--- config.mk ---
export PLATFORM = sky130hd
export DESIGN_NAME = uart_frame_gen
export DESIGN_NICKNAME = d
export VERILOG_FILES = /design/src/rtl/uart_pkg.sv /design/src/rtl/uart_tx_fifo.sv /design/src/rtl/uart_frame_gen.sv
export SDC_FILE = /design/constraint.sdc
export NUM_CORES = 1
export LEC_CHECK = 0
export CAP_MARGIN = 20
export CORE_UTILIZATION = 60
export CTS_CLUSTER_SIZE = 30
export DETAILED_ROUTE_END_ITERATION = 7
export PLACE_DENSITY = 0.9
export SYNTH_ARGS = -nofsm -noshare
export SYNTH_HDL_FRONTEND = slang
export SYNTH_HIERARCHICAL = 1
export SYNTH_SLANG_ARGS = --single-unit
--- constraint.sdc ---
create_clock -name clk -period 3.5 [get_ports clk]
set_input_delay 0.525 -clock clk [delete_from_list [all_inputs] [get_ports clk]]
set_output_delay 0.525 -clock clk [all_outputs]
set_load 0.02 [all_outputs]
--- src/rtl/uart_pkg.sv ---
// Shared types and helpers for the UART transmit frame generator.
package uart_pkg;

    typedef enum logic [2:0] {
        IDLE,
        START,
        DATA,
        PARITY,
        STOP,
        GAP,
        BREAK
    } state_t;

    localparam int unsigned PAR_NONE = 0;
    localparam int unsigned PAR_EVEN = 1;
    localparam int unsigned PAR_ODD  = 2;

    // Bit times occupied by one frame, including stop and idle-gap bits.
    function automatic int unsigned frame_bits(input int unsigned data_w,
                                               input int unsigned parity_mode,
                                               input int unsigned stop_bits,
                                               input int unsigned gap_bits);
        return 32'd1 + data_w + ((parity_mode != PAR_NONE) ? 32'd1 : 32'd0)
               + stop_bits + gap_bits;
    endfunction

endpackage

--- src/rtl/uart_tx_fifo.sv ---
// Synchronous show-ahead FIFO with registered full/empty and a dropped-write pulse.
module uart_tx_fifo #(
    parameter int unsigned W     = 8,
    parameter int unsigned DEPTH = 4
) (
    input  logic         clk,
    input  logic         rst,
    input  logic         wr_en,
    input  logic [W-1:0] wr_data,
    input  logic         rd_en,
    output logic [W-1:0] rd_data,
    output logic         full,
    output logic         empty,
    output logic         overflow
);

    localparam int unsigned PTR_W = $clog2(DEPTH);
    localparam int unsigned CNT_W = PTR_W + 1;

    logic [W-1:0]     mem [DEPTH];
    logic [PTR_W-1:0] wr_ptr;
    logic [PTR_W-1:0] rd_ptr;
    logic [CNT_W-1:0] count;
    logic [CNT_W-1:0] cnt_next;
    logic             rd_ok_c;
    logic             wr_ok_c;

    // A pop in the same cycle frees the slot, so a write to a full FIFO still lands.
    assign rd_ok_c = rd_en && !empty;
    assign wr_ok_c = wr_en && (!full || rd_ok_c);
    assign rd_data = mem[rd_ptr];

    always_comb begin
        cnt_next = count;
        if (wr_ok_c && !rd_ok_c) begin
            cnt_next = CNT_W'(count + 1'b1);
        end else if (!wr_ok_c && rd_ok_c) begin
            cnt_next = CNT_W'(count - 1'b1);
        end
    end

    always_ff @(posedge clk) begin
        if (wr_ok_c) begin
            mem[wr_ptr] <= wr_data;
        end
    end

    always_ff @(posedge clk or posedge rst) begin
        if (rst) begin
            wr_ptr   <= '0;
            rd_ptr   <= '0;
            count    <= '0;
            full     <= 1'b0;
            empty    <= 1'b1;
            overflow <= 1'b0;
        end else begin
            if (wr_ok_c) wr_ptr <= PTR_W'(wr_ptr + 1'b1);
            if (rd_ok_c) rd_ptr <= PTR_W'(rd_ptr + 1'b1);
            count    <= cnt_next;
            full     <= (cnt_next == CNT_W'(DEPTH));
            empty    <= (cnt_next == '0);
            overflow <= wr_en && full && !rd_ok_c;
        end
    end

endmodule

--- src/rtl/uart_frame_gen.sv ---
// UART transmit frame generator: FIFO-fed start/data/parity/stop/gap serialiser.
// Define UART_FRAME_GEN_BREAK_EN to add the brk input and the line-break state.
module uart_frame_gen
    import uart_pkg::*;
#(
    parameter int unsigned DATA_W       = 8,
    parameter int unsigned CLKS_PER_BIT = 5208,
    parameter int unsigned PARITY_MODE  = 1,
    parameter int unsigned STOP_BITS    = 1,
    parameter int unsigned GAP_BITS     = 0,
    parameter int unsigned FIFO_DEPTH   = 4
`ifdef UART_FRAME_GEN_BREAK_EN
    ,
    parameter int unsigned BREAK_BITS   = 12
`endif
) (
    input  logic              clk,
    input  logic              rst,
`ifdef UART_FRAME_GEN_BREAK_EN
    input  logic              brk,
`endif
    input  logic              wr_en,
    input  logic [DATA_W-1:0] wr_data,
    output logic              full,
    output logic              empty,
    output logic              overflow,
    output logic              tx,
    output logic              busy,
    output logic              frame_done
);

    localparam int unsigned CNT_W = $clog2(CLKS_PER_BIT);
    localparam int unsigned IDX_W = 8;
    localparam logic [CNT_W-1:0] CNT_LAST = CNT_W'(CLKS_PER_BIT - 1);

    state_t             state;
    logic [CNT_W-1:0]   bit_cnt;
    logic [IDX_W-1:0]   idx;
    logic [DATA_W-1:0]  shreg;
    logic               par_bit;
    logic [DATA_W-1:0]  rd_data;
    logic               bit_end_c;
    logic               finish_c;
    logic               start_c;
    logic               brk_req_c;

    uart_tx_fifo #(
        .W     (DATA_W),
        .DEPTH (FIFO_DEPTH)
    ) u_fifo (
        .clk      (clk),
        .rst      (rst),
        .wr_en    (wr_en),
        .wr_data  (wr_data),
        .rd_en    (start_c),
        .rd_data  (rd_data),
        .full     (full),
        .empty    (empty),
        .overflow (overflow)
    );

`ifdef UART_FRAME_GEN_BREAK_EN
    logic brk_pend;
    assign brk_req_c = brk || brk_pend;
`else
    assign brk_req_c = 1'b0;
`endif

    assign bit_end_c = (bit_cnt == CNT_LAST);

    // Last bit time of the frame, whether it ends in a stop bit or a gap bit.
    assign finish_c = bit_end_c &&
                      (((state == STOP) && (idx == IDX_W'(STOP_BITS - 1)) && (GAP_BITS == 0)) ||
                       ((state == GAP)  && (idx == IDX_W'(GAP_BITS - 1))));

    // Pending break wins over queued data; a finishing frame chains straight into the next.
    assign start_c = !empty && !brk_req_c && ((state == IDLE) || finish_c);

    always_ff @(posedge clk or posedge rst) begin
        if (rst) begin
            state      <= IDLE;
            tx         <= 1'b1;
            busy       <= 1'b0;
            frame_done <= 1'b0;
            bit_cnt    <= '0;
            idx        <= '0;
            shreg      <= '0;
            par_bit    <= 1'b0;
`ifdef UART_FRAME_GEN_BREAK_EN
            brk_pend   <= 1'b0;
`endif
        end else begin
            frame_done <= 1'b0;
            bit_cnt    <= bit_end_c ? '0 : CNT_W'(bit_cnt + 1'b1);
`ifdef UART_FRAME_GEN_BREAK_EN
            if ((state == IDLE) && brk_req_c) begin
                brk_pend <= 1'b0;
            end else if (brk) begin
                brk_pend <= 1'b1;
            end
`endif
            if (start_c) begin
                state      <= START;
                tx         <= 1'b0;
                busy       <= 1'b1;
                bit_cnt    <= '0;
                idx        <= '0;
                shreg      <= rd_data;
                par_bit    <= (PARITY_MODE == PAR_ODD) ? ~(^rd_data) : ^rd_data;
                frame_done <= finish_c;
            end else begin
                case (state)
                    IDLE: begin
                        bit_cnt <= '0;
`ifdef UART_FRAME_GEN_BREAK_EN
                        if (brk_req_c) begin
                            state <= BREAK;
                            tx    <= 1'b0;
                            busy  <= 1'b1;
                            idx   <= '0;
                        end
`endif
                    end
                    START: begin
                        if (bit_end_c) begin
                            state <= DATA;
                            tx    <= shreg[0];
                            shreg <= shreg >> 1;
                            idx   <= '0;
                        end
                    end
                    DATA: begin
                        if (bit_end_c) begin
                            if (idx == IDX_W'(DATA_W - 1)) begin
                                idx <= '0;
                                if (PARITY_MODE != PAR_NONE) begin
                                    state <= PARITY;
                                    tx    <= par_bit;
                                end else begin
                                    state <= STOP;
                                    tx    <= 1'b1;
                                end
                            end else begin
                                tx    <= shreg[0];
                                shreg <= shreg >> 1;
                                idx   <= IDX_W'(idx + 1'b1);
                            end
                        end
                    end
                    PARITY: begin
                        if (bit_end_c) begin
                            state <= STOP;
                            tx    <= 1'b1;
                            idx   <= '0;
                        end
                    end
                    STOP: begin
                        if (bit_end_c) begin
                            if (idx == IDX_W'(STOP_BITS - 1)) begin
                                idx <= '0;
                                if (GAP_BITS != 0) begin
                                    state <= GAP;
                                end else begin
                                    state      <= IDLE;
                                    busy       <= 1'b0;
                                    frame_done <= 1'b1;
                                end
                            end else begin
                                idx <= IDX_W'(idx + 1'b1);
                            end
                        end
                    end
                    GAP: begin
                        if (bit_end_c) begin
                            if (idx == IDX_W'(GAP_BITS - 1)) begin
                                idx        <= '0;
                                state      <= IDLE;
                                busy       <= 1'b0;
                                frame_done <= 1'b1;
                            end else begin
                                idx <= IDX_W'(idx + 1'b1);
                            end
                        end
                    end
`ifdef UART_FRAME_GEN_BREAK_EN
                    // Line held low for BREAK_BITS bit times, then one high bit time before IDLE.
                    BREAK: begin
                        if (bit_end_c) begin
                            if (idx == IDX_W'(BREAK_BITS)) begin
                                state <= IDLE;
                                busy  <= 1'b0;
                                idx   <= '0;
                            end else begin
                                if (idx == IDX_W'(BREAK_BITS - 1)) tx <= 1'b1;
                                idx <= IDX_W'(idx + 1'b1);
                            end
                        end
                    end
`endif
                    default: begin
                        state <= IDLE;
                        tx    <= 1'b1;
                        busy  <= 1'b0;
                    end
                endcase
            end
        end
    end

endmodule

; ---- Yosys cells after proc, flatten, opt, wreduce, memory -nomap -nowiden
; Memories as Yosys holds them, arrays and structs flattened.
; Cells that the tools add are included.
[totals]
regBits = 46
ramBits = 32
inputBits = 11
output_inout_bits = 6
elab_cells = 123
memories = 1
[classes]
add_sub_neg = 6
eq_ne = 22
muxes = 49
n_reduce_logical = 31
[memory_table]
columns = name, depth, width, read_ports, rd_clocked_by_memory_dff, write_ports, line_no
row1 = u_fifo.mem, 4, 8, 1, 0, 1, uart_tx_fifo.sv:20  ; logic [W-1:0] mem [DEPTH];
[op_table]
columns = cell, count
row1 = $mux W8, 12
row2 = $mux W13, 3
row3 = $mux W3, 11
row4 = $pmux W8 S4, 1
row5 = $ne A3 B2 Y1 const B, 7
row6 = $pmux W3 S6, 1
row7 = $mux W1, 17
row8 = $pmux W8 S2, 1
row9 = $add A13 B1 Y13 const B, 1
row10 = $eq A13 B13 Y1 const B, 1
row11 = $logic_and A1 B1 Y1, 10
row12 = $reduce_and A5 Y1, 2
row13 = $eq A3 B3 Y1 const B, 3
row14 = $ne A3 B1 Y1 const B, 3
row15 = $reduce_and A9 Y1, 1
row16 = $add A8 B1 Y8 const B, 1
row17 = $eq A8 B3 Y1 const B, 1
row18 = $eq A8 B8 Y1 const B, 1
row19 = $logic_not A8 Y1, 1
row20 = $reduce_and A4 Y1, 2
row21 = $reduce_xor A8 Y1, 1
row22 = $eq A3 B2 Y1 const B, 2
row23 = $logic_not A3 Y1, 2
row24 = $ne A2 B1 Y1 const B, 3
row25 = 14 further kinds, 20

; ---- Longest topological paths before layout
; Gate-level depths: netlist of the first run.
[logic_depth]
word_depth = 14
depth_mapped = 12
depth_no_buf = 10

; ---- Hierarchy
; Netlist of the first run, hierarchy kept.
[by_module_without_submodules]
columns = mod, n_inst, cells_each, area_per_inst_um2
row1 = uart_frame_gen, 1, 219, 2112.0
row2 = uart_tx_fifo, 1, 91, 1732.9

; ---- Worst setup path before layout of the first run
; OpenSTA, ideal clock, no wires.
[synth_timing]
path_type = reg-to-reg
startpoint = register idx[4]
endpoint = memory u_fifo.mem[0][0] (enable)
arrival_time_ns = 2.666
required_time_ns = 3.168
path_slack_ns = 0.502
stages_incl_launch_ff = 10
path_buffers = 2
cell_sequence = dfrtp_1 or4_4 nor4_4 o211ai_1 nand2_1 buf_2 nand2b_1 buf_6 a21boi_1 and2_1
[synth_between]
elab_chain_cells = 11
word_cells_on_any_way = 13
classes_between = 1 x eq/ne / 2 x mux / 10 x reduce/logical
[synth_rtl]
columns = element, line_no
row1 = "start, declared", uart_frame_gen.sv:38  ; logic [IDX_W-1:0] idx;
row2 = "start signal, assigned", uart_frame_gen.sv:146  ; idx <= IDX_W'(idx + 1'b1);
row3 = "start signal, assigned", uart_frame_gen.sv:169  ; idx <= IDX_W'(idx + 1'b1);
row4 = "start signal, assigned", uart_frame_gen.sv:181  ; idx <= IDX_W'(idx + 1'b1);
row5 = $eq A8 B8 Y1 or $logic_not A8 Y1 (tied branches), "uart_frame_gen.sv:74, uart_frame_gen.sv:73"
row6 = $logic_and A1 B1 Y1 (on tied branches), "uart_frame_gen.sv:74, uart_frame_gen.sv:73"
row7 = $logic_or A1 B1 Y1 *, uart_frame_gen.sv:73  ; (((state == STOP) && (idx == IDX_W'(STOP_BITS - 1)) && (GAP_BITS == 0)) ||
row8 = $logic_and A1 B1 Y1 *, uart_frame_gen.sv:72  ; assign finish_c = bit_end_c &&
row9 = $logic_or A1 B1 Y1 *, uart_frame_gen.sv:77  ; assign start_c = !empty && !brk_req_c && ((state == IDLE) || finish_c);
row10 = $logic_and A1 B1 Y1 *, uart_frame_gen.sv:77
row11 = via start_c, uart_frame_gen.sv:44  ; logic start_c;
row12 = $logic_and A1 B1 Y1 *, uart_tx_fifo.sv:29  ; assign rd_ok_c = rd_en && !empty;
row13 = $logic_or A1 B1 Y1 *, uart_tx_fifo.sv:30  ; assign wr_ok_c = wr_en && (!full || rd_ok_c);
row14 = $logic_and A1 B1 Y1 *, uart_tx_fifo.sv:30
row15 = $mux W1 *, uart_tx_fifo.sv:43  ; if (wr_ok_c) begin
row16 = $mux W1 (not written as such) *, uart_tx_fifo.sv:44  ; mem[wr_ptr] <= wr_data;
row17 = "end, declared", uart_tx_fifo.sv:20
; The timed path passes the listed nets; every way through them passes the cells marked *.

; ---- Worst setup path after layout of the first run
[layout_timing]
startpoint = register bit_cnt[9]
endpoint = memory u_fifo.mem[1][3] (enable)
[layout_between]
elab_chain_cells = 9
[layout_rtl]
columns = element, line_no
row1 = "start, declared", uart_frame_gen.sv:37  ; logic [CNT_W-1:0] bit_cnt;
row2 = "start signal, assigned", uart_frame_gen.sv:94  ; bit_cnt <= bit_end_c ? '0 : CNT_W'(bit_cnt + 1'b1);
row3 = $eq A13 B13 Y1, uart_frame_gen.sv:69  ; assign bit_end_c = (bit_cnt == CNT_LAST);
row4 = $logic_and A1 B1 Y1, uart_frame_gen.sv:72
row5 = $logic_or A1 B1 Y1, uart_frame_gen.sv:77
row6 = $logic_and A1 B1 Y1, uart_frame_gen.sv:77
row7 = $logic_and A1 B1 Y1, uart_tx_fifo.sv:29
row8 = $logic_or A1 B1 Y1, uart_tx_fifo.sv:30
row9 = $logic_and A1 B1 Y1, uart_tx_fifo.sv:30
row10 = $mux W1, uart_tx_fifo.sv:43
row11 = $mux W1 (not written as such), uart_tx_fifo.sv:44
; No other way between the ends.

==> impl_metrics.env, run 1 <==
export IMPL_status="completed"
export IMPL_grt_max_degree=23
export IMPL_grt_pass1_wl_um=11400
export IMPL_yosysUniqueCellTypes=68
export IMPL_fin_crit_sh_pct=90.3
export IMPL_syn_num_nets=330
export IMPL_crit_chain="or4b_4, nor4b_1, o211ai_1, nand2_1, nand2b_1, a21boi_2, and2_1"
export IMPL_period_needed_ns=3.16
export IMPL_crit_fanout=8
export IMPL_cts_buffers=9
export IMPL_clk_path_buf_depth=2
export IMPL_rows=28
export IMPL_synthArstFlopShare_pct=59.0
export IMPL_seq_area_frac_synth_pct=55.0
export IMPL_power_leakage_nw=1.76
export IMPL_diodes=0
export IMPL_worst_slack_ns=0.338
export IMPL_yosys_top_cells_area="dfrtp_1 29%, edfxtp_1 25%, mux4_2 4.7%"
export IMPL_pin_count=17
export IMPL_synthFlopType="dfrtp_1"
export IMPL_nFillCells=398
export IMPL_clkTransAtPathRegs_ns=0.09
export IMPL_hp_class="reg2reg"
export IMPL_total_power_mw=2.14
export IMPL_track_usage_pct=23.1
export IMPL_syn_avg_cell_area_um2=12.4
export IMPL_holdBufCountCts=0
export IMPL_final_antenna_net_count=0
export IMPL_dieArea_mm2=0.00673
export IMPL_max_cap_viol_count=0
export IMPL_areaGrowthSynthToFinish_pct=11.9
export IMPL_vias_per_cell=6.11
export IMPL_yosysMostFrequentCell="dfrtp_1"
export IMPL_clock_latency_ns=0.35
export IMPL_critPathCaptureType="flip-flop"
export IMPL_finalHoldViolations=0
export IMPL_wirelength_um=6960
export IMPL_cts_tree="done"
export IMPL_worstPathRequired_ns=3.51
export IMPL_synth_seq_cells=78
export IMPL_critPathLaunchType="flip-flop"
export IMPL_via_count=2529
export IMPL_fin_nets=354
export IMPL_finalMaxSlewViolations=0
export IMPL_initial_utilization_pct=63.4
export IMPL_drc=0
export IMPL_syn_area_mm2=0.00384
export IMPL_die_h_um=82.1
export IMPL_critical_path_class="reg2reg"
export IMPL_setup_tns_ns=0
export IMPL_synth_top_area_share_pct=28.6
export IMPL_dpl_worst_slack_ns=0.276
export IMPL_clock_sinks=78
export IMPL_first_pass_iters=4
export IMPL_portBuffers=16
export IMPL_dp_hpwl_um=5070
export IMPL_yosys_warnings=6
export IMPL_arrival_ns=3.17
export IMPL_clockRootBuffer="clkbuf_8"
export IMPL_synth_commonest_cells="44 x dfrtp_1, 32 x edfxtp_1, 31 x nor2_1"
export IMPL_drt_iter0_markers=161
export IMPL_p_per_area_mw_per_mm2=497
export IMPL_core_mm2=0.00606
export IMPL_synth_edf_count=32
export IMPL_htree_levels=3
export IMPL_clock_fmax_ghz=0.316
export IMPL_rsz0062_at_grt="no"
export IMPL_setup_viol=0
export IMPL_max_slew_margin_pct=46.3
export IMPL_grt_overflow=0
export IMPL_die_w_um=82.1
export IMPL_grt_pass1_vias=2452
export IMPL_ir_worst_vdd_uv=399
export IMPL_holdWs_ns=0.472
export IMPL_grt_antenna_before_repair=0
export IMPL_slowest_delay_ns=0.59
export IMPL_synth_top_area_cell="dfrtp_1"
export IMPL_clock_skew_ns=0.0105
export IMPL_cp_top_family="simple AND/OR/NAND/NOR gates"
export IMPL_gp_congestion=0.837
export IMPL_cpMaxStageDelayCell="or4b_4"
export IMPL_worst_path_buf_inv=0
export IMPL_synthCells=310
export IMPL_wl_per_cell_um=16.8
export IMPL_layout_drive_gt1_share_pct=18.3
export IMPL_worst_pin_slew_ns=0.800
[worst register-to-register path, cell delays in order (launching register included)]
cell	delay [ns]
dfrtp_1	0.41
or4b_4	0.59
nor4b_1	0.41
o211ai_1	0.23
nand2_1	0.16
nand2b_1	0.25
a21boi_2	0.36
and2_1	0.42
[layer usage]
layer  track usage (%)  up-vias  wire, um
met1              29.0     1283      3020
met4              8.95        0        99
met2              38.1       57      3510
met5                 0        -         0
met3              6.22       14       317
li1                  -     1175         -
[cell families after synthesis]
group / count (synthesis) / share of synthesized area (%)
and+or+nand+nor: 115 / 17.9
adders and majority gates: 9 / 2.93
xor gates and xnor gates: 24 / 5.86
muxes: 9 / 4.98
AOI/OAI and AO/OA: 50 / 10.6
buffers and inverters: 25 / 2.73
DFF: 78 / 55.0
[timing repair]
item,in CTS,in global routing
setup buffers,0,0
endpoints found under the setup margin,0,32
resized for setup,0,1
[final cells by class]
class | count | area [um^2] | share of cell area (%)
clock buffers | 10 | 128 | 2.97
clock inverters | 6 | 70.1 | 1.63
inverters | 15 | 56.3 | 1.31
multi-input cells | 207 | 1630 | 37.8
flip-flops and latches | 78 | 2110 | 49.1
well taps | 75 | 93.8 | 2.18
repair buffers | 23 | 213 | 4.94
[path summary, 6_finish.rpt]
kind / from / endpoint / slack (ns) / cells past startpoint
worst max register to register: bit_cnt[9] / u_fifo/mem[1][3] / 0.34 / 7
worst min register to register: tx / tx / 0.47 / 2
worst max-delay path: bit_cnt[9] / u_fifo/mem[1][3] / 0.34 / 7
worst min-delay path: tx / tx / 0.47 / 2
max in group asynchronous: rst / bit_cnt[8] / 2.14 / 3
min in group asynchronous: rst / u_fifo/wr_ptr[0] / 0.48 / 2
[per-stage QoR]
step	utilization (%)	instances	instance area (um^2)
after global placement	67.7	398	4100
after detailed placement	67.7	398	4100
after floorplan	-	310	3840
final	71.0	414	4300
after global routing	71.0	414	4300
after CTS	71.0	414	4300
[registers in the layout (all words and copies together), names as in the netlist]
register and cells:
u_fifo/count 3, bit_cnt 13, frame_done 1, u_fifo/overflow 1
par_bit 1, idx 8, u_fifo/empty 1, tx 1
shreg 8, u_fifo/full 1, u_fifo/rd_ptr 2, busy 1
u_fifo/mem 32, state 3, u_fifo/wr_ptr 2
[report_power, final]
| part | switching, mW | leakage [nW] | total [mW] | internal [mW] |
|---|---|---|---|---|
| Clock | 0.335 | 0.0891 | 0.668 | 0.333 |
| Combinational | 0.184 | 0.797 | 0.344 | 0.159 |
| Sequential | 0.0581 | 0.871 | 1.13 | 1.07 |
[layout by cell type (no fill, tap or decap), types with 9 or more instances in the layout]
cell             Yosys  final
inv_1               15     15
xnor2_1             13     13
clkbuf_8             0      9
nor2_1              31     31
xor2_1               9      9
nand3_1             11     11
ha_1                 9      9
edfxtp_1            32     32
nand2_1             14     14
clkdlybuf4s50_1      0     16
dfrtp_1             44     44
o21ai_0              9      9
Power figures use the tool's default switching activity.
==> inputs of run 2 (changes only) <==
--- a/config.mk
+++ b/config.mk
@@ -5,8 +5,8 @@
 export SDC_FILE = /design/constraint.sdc
 export NUM_CORES = 1
 export LEC_CHECK = 0
-export CAP_MARGIN = 20
 export CORE_UTILIZATION = 60
+export CTS_CLUSTER_DIAMETER = 50
 export CTS_CLUSTER_SIZE = 30
 export DETAILED_ROUTE_END_ITERATION = 7
 export PLACE_DENSITY = 0.9
==> results of run 2 <==
Same layout as run 1: the final DEF is identical, and so are final timing and power.
==> inputs of run 3 (changes only) <==
--- a/config.mk
+++ b/config.mk
@@ -5,6 +5,7 @@
 export SDC_FILE = /design/constraint.sdc
 export NUM_CORES = 1
 export LEC_CHECK = 0
+export ABC_AREA = 1
 export CORE_UTILIZATION = 60
 export CTS_CLUSTER_DIAMETER = 50
 export CTS_CLUSTER_SIZE = 30
@@ -12,5 +13,4 @@
 export PLACE_DENSITY = 0.9
 export SYNTH_ARGS = -nofsm -noshare
 export SYNTH_HDL_FRONTEND = slang
-export SYNTH_HIERARCHICAL = 1
 export SYNTH_SLANG_ARGS = --single-unit
==> impl_metrics.env, run 3 <==
export IMPL_gp_congestion=0.927
export IMPL_critPathLaunchType="flip-flop"
export IMPL_htree_levels=3
export IMPL_syn_num_nets=471
export IMPL_cts_setup_buffers=0
export IMPL_holdCritStartpoint="bit_cnt[0]"
export IMPL_clockRootBuffer="clkbuf_8"
export IMPL_synth_compound_area_share_pct=7.19
export IMPL_die_h_um=83.3
export IMPL_ir_worst_vdd_uv=486
export IMPL_track_usage_pct=24.0
export IMPL_grt_pass1_wl_um=13100
export IMPL_clkTransAtPathRegs_ns=0.07
export IMPL_synth_top_area_cell="dfrtp_1"
export IMPL_synth_xor_xnor_area_share_pct=2.43
export IMPL_seq_area_frac_synth_pct=53.3
export IMPL_synth_commonest_cells="117 x nand2_1, 55 x inv_1, 49 x nand3_1"
export IMPL_top_register="u_fifo.mem"
export IMPL_syn_area_mm2=0.00397
export IMPL_nFillCells=464
export IMPL_layout_drive_gt1_share_pct=9.66
export IMPL_hold_depth=1
export IMPL_cts_resized_gates=0
export IMPL_power_leakage_nw=2.01
export IMPL_dieArea_mm2=0.00694
export IMPL_diodes=0
export IMPL_synth_edf_count=32
export IMPL_fin_nets=491
export IMPL_rsz0062_at_grt="no"
export IMPL_most_common_layout_cells="117 x nand2_1, 54 x inv_1, 49 x nand3_1"
export IMPL_worst_pin_slew_ns=0.947
export IMPL_portBuffers=16
export IMPL_top_regs="u_fifo.mem x32, bit_cnt x13"
export IMPL_die_w_um=83.3
export IMPL_synth_top_family_by_area="simple AND/OR/NAND/NOR gates"
export IMPL_synthCells=451
export IMPL_grt_pass1_vias=2927
export IMPL_yosysMostFrequentCell="nand2_1"
export IMPL_wl_per_cell_um=14.0
export IMPL_critPathCaptureType="flip-flop"
export IMPL_holdBufCountCts=0
export IMPL_cts_buffers=9
export IMPL_yosys_top_cells_area="dfrtp_1 28%, edfxtp_1 24%, nand2_1 11%"
export IMPL_synth_seq_cells=78
export IMPL_yosysUniqueCellTypes=40
export IMPL_grt_antenna_before_repair=0
export IMPL_clock_latency_ns=0.34
export IMPL_synthFlopType="dfrtp_1"
export IMPL_grt_max_degree=47
export IMPL_fin_crit_sh_pct=71.1
export IMPL_final_antenna_net_count=0
export IMPL_whs_endpoint="bit_cnt[0]"
export IMPL_worstPathRequired_ns=3.48
export IMPL_design_area_mm2=0.00439
export IMPL_finalHoldViolations=0
export IMPL_dp_hpwl_um=5650
export IMPL_ff2ff_path_depth=9
export IMPL_largest_reg_flops=32
export IMPL_syn_avg_cell_area_um2=8.79
export IMPL_clock_sinks=78
export IMPL_cts_tree="done"
export IMPL_r2r_end="u_fifo.mem[0][4]"
export IMPL_max_cap_viol_count=0
export IMPL_regArea_mm2=0.00211
export IMPL_yosys_warnings=0
export IMPL_wirelength_um=7760
export IMPL_muxShareOfSynthArea_pct=0
export IMPL_clk_path_buf_depth=2
export IMPL_areaGrowthSynthToFinish_pct=10.8
export IMPL_crit_fanout=14
export IMPL_setup_viol=0
export IMPL_first_pass_iters=5
export IMPL_drc=0
export IMPL_multiInputGateArea_mm2=0.00156
export IMPL_synth_top_area_share_pct=27.8
export IMPL_yosys_area_share_simple_pct=26.8
export IMPL_hp_class="reg2reg"
export IMPL_finalMaxSlewViolations=0
export IMPL_vias_per_cell=5.57
export IMPL_dpl_worst_slack_ns=1.05
export IMPL_worst_slack_ns=1.01
export IMPL_synthArstFlopShare_pct=59.0
export IMPL_setup_tns_ns=0
export IMPL_r2r_start="bit_cnt[0]"
export IMPL_grt_overflow=0
export IMPL_max_slew_margin_pct=36.8
export IMPL_rrSetupSlack_ns=1.01
export IMPL_clock_fmax_ghz=0.402
export IMPL_period_needed_ns=2.49
export IMPL_p_per_area_mw_per_mm2=512
export IMPL_holdWs_ns=0.464
export IMPL_placed_cell_area_mm2=0.00418
export IMPL_clock_skew_ns=0.00742
export IMPL_layout_commonest_cell="nand2_1"
export IMPL_status="completed"
export IMPL_initial_utilization_pct=62.4
export IMPL_critical_path_class="reg2reg"
export IMPL_core_mm2=0.00635
export IMPL_arrival_ns=2.47
export IMPL_pin_count=17
export IMPL_via_count=3082
export IMPL_rows=29
export IMPL_drt_iter0_markers=220
export IMPL_synthAdderAreaFrac_pct=2.84
==> run 3: changes by cell type after synthesis, sizes merged, moves of 13 or more <==
cell	delta
nand3	+41
o21ai	+14
inv	+46
xnor2	-13
and2	-13
nand2	+111
==> run 3: worst max path at each step <==
stage	cells past startpoint	from	endpoint
finish	9	bit_cnt[0]	u_fifo.mem[0][4]
global route	10	idx[0]	u_fifo.mem[2][2]
CTS	9	bit_cnt[0]	u_fifo.mem[2][2]
detailed placement	9	bit_cnt[0]	u_fifo.mem[2][0]
global placement	9	bit_cnt[0]	u_fifo.mem[1][6]
floorplan	10	idx[0]	u_fifo.mem[0][0]
==> run 3: layout make-up <==
cell class              instances  share of cell area, %
flip-flops and latches         78                   48.1
multi-input cells             301                   35.4
inverters                      64                   5.50
repair buffers                 17                   3.82
clock buffers                  12                   3.30
well taps                      77                   2.19
clock inverters                 4                   1.65
==> run 3: metrics by stage <==
step	instances	utilization (%)	power [mW]
after floorplan	451	-	1.41
after global placement	537	65.8	1.50
after detailed placement	537	65.8	1.53
after CTS	553	69.2	2.26
after global routing	553	69.2	2.36
final	553	69.2	2.25
==> run 3: cell families (layout without fill, tap and decap cells) <==
kind of cell               Yosys count  count (layout)
DFF                                 78              78
and+or+nand+nor                    235             235
xor gates and xnor gates            11              11
AOI/OAI and AO/OA                   46              46
buffers and inverters               72              97
adders and majority gates            9               9
==> run 3: critical path, cell delays in order, from the launching register on <==
cell and delay [ns]:
dfrtp_1 0.37, ha_1 0.20, nand2_1 0.08, nor2_1 0.17
nand3_2 0.18, nor2_1 0.16, nand2_2 0.10, nand2_4 0.18
o21ai_2 0.17, nor2_1 0.52
==> run 3: per-layer routing <==
metal	routed length, um	up-vias	GRT usage [%]	part of all wire [%]
li1	-	1520	-	-
met1	3450	1470	30.2	44
met2	3900	77	41.6	50
met3	277	15	3.88	3.6
met4	134	0	9.25	1.7
met5	0	-	0	0
==> run 3: report_power, final <==
part	total [mW]	internal, mW	switching [mW]
Clock	0.733	0.421	0.313
Combinational	0.383	0.134	0.249
Sequential	1.13	1.08	0.0525
Total	2.25	1.63	0.615
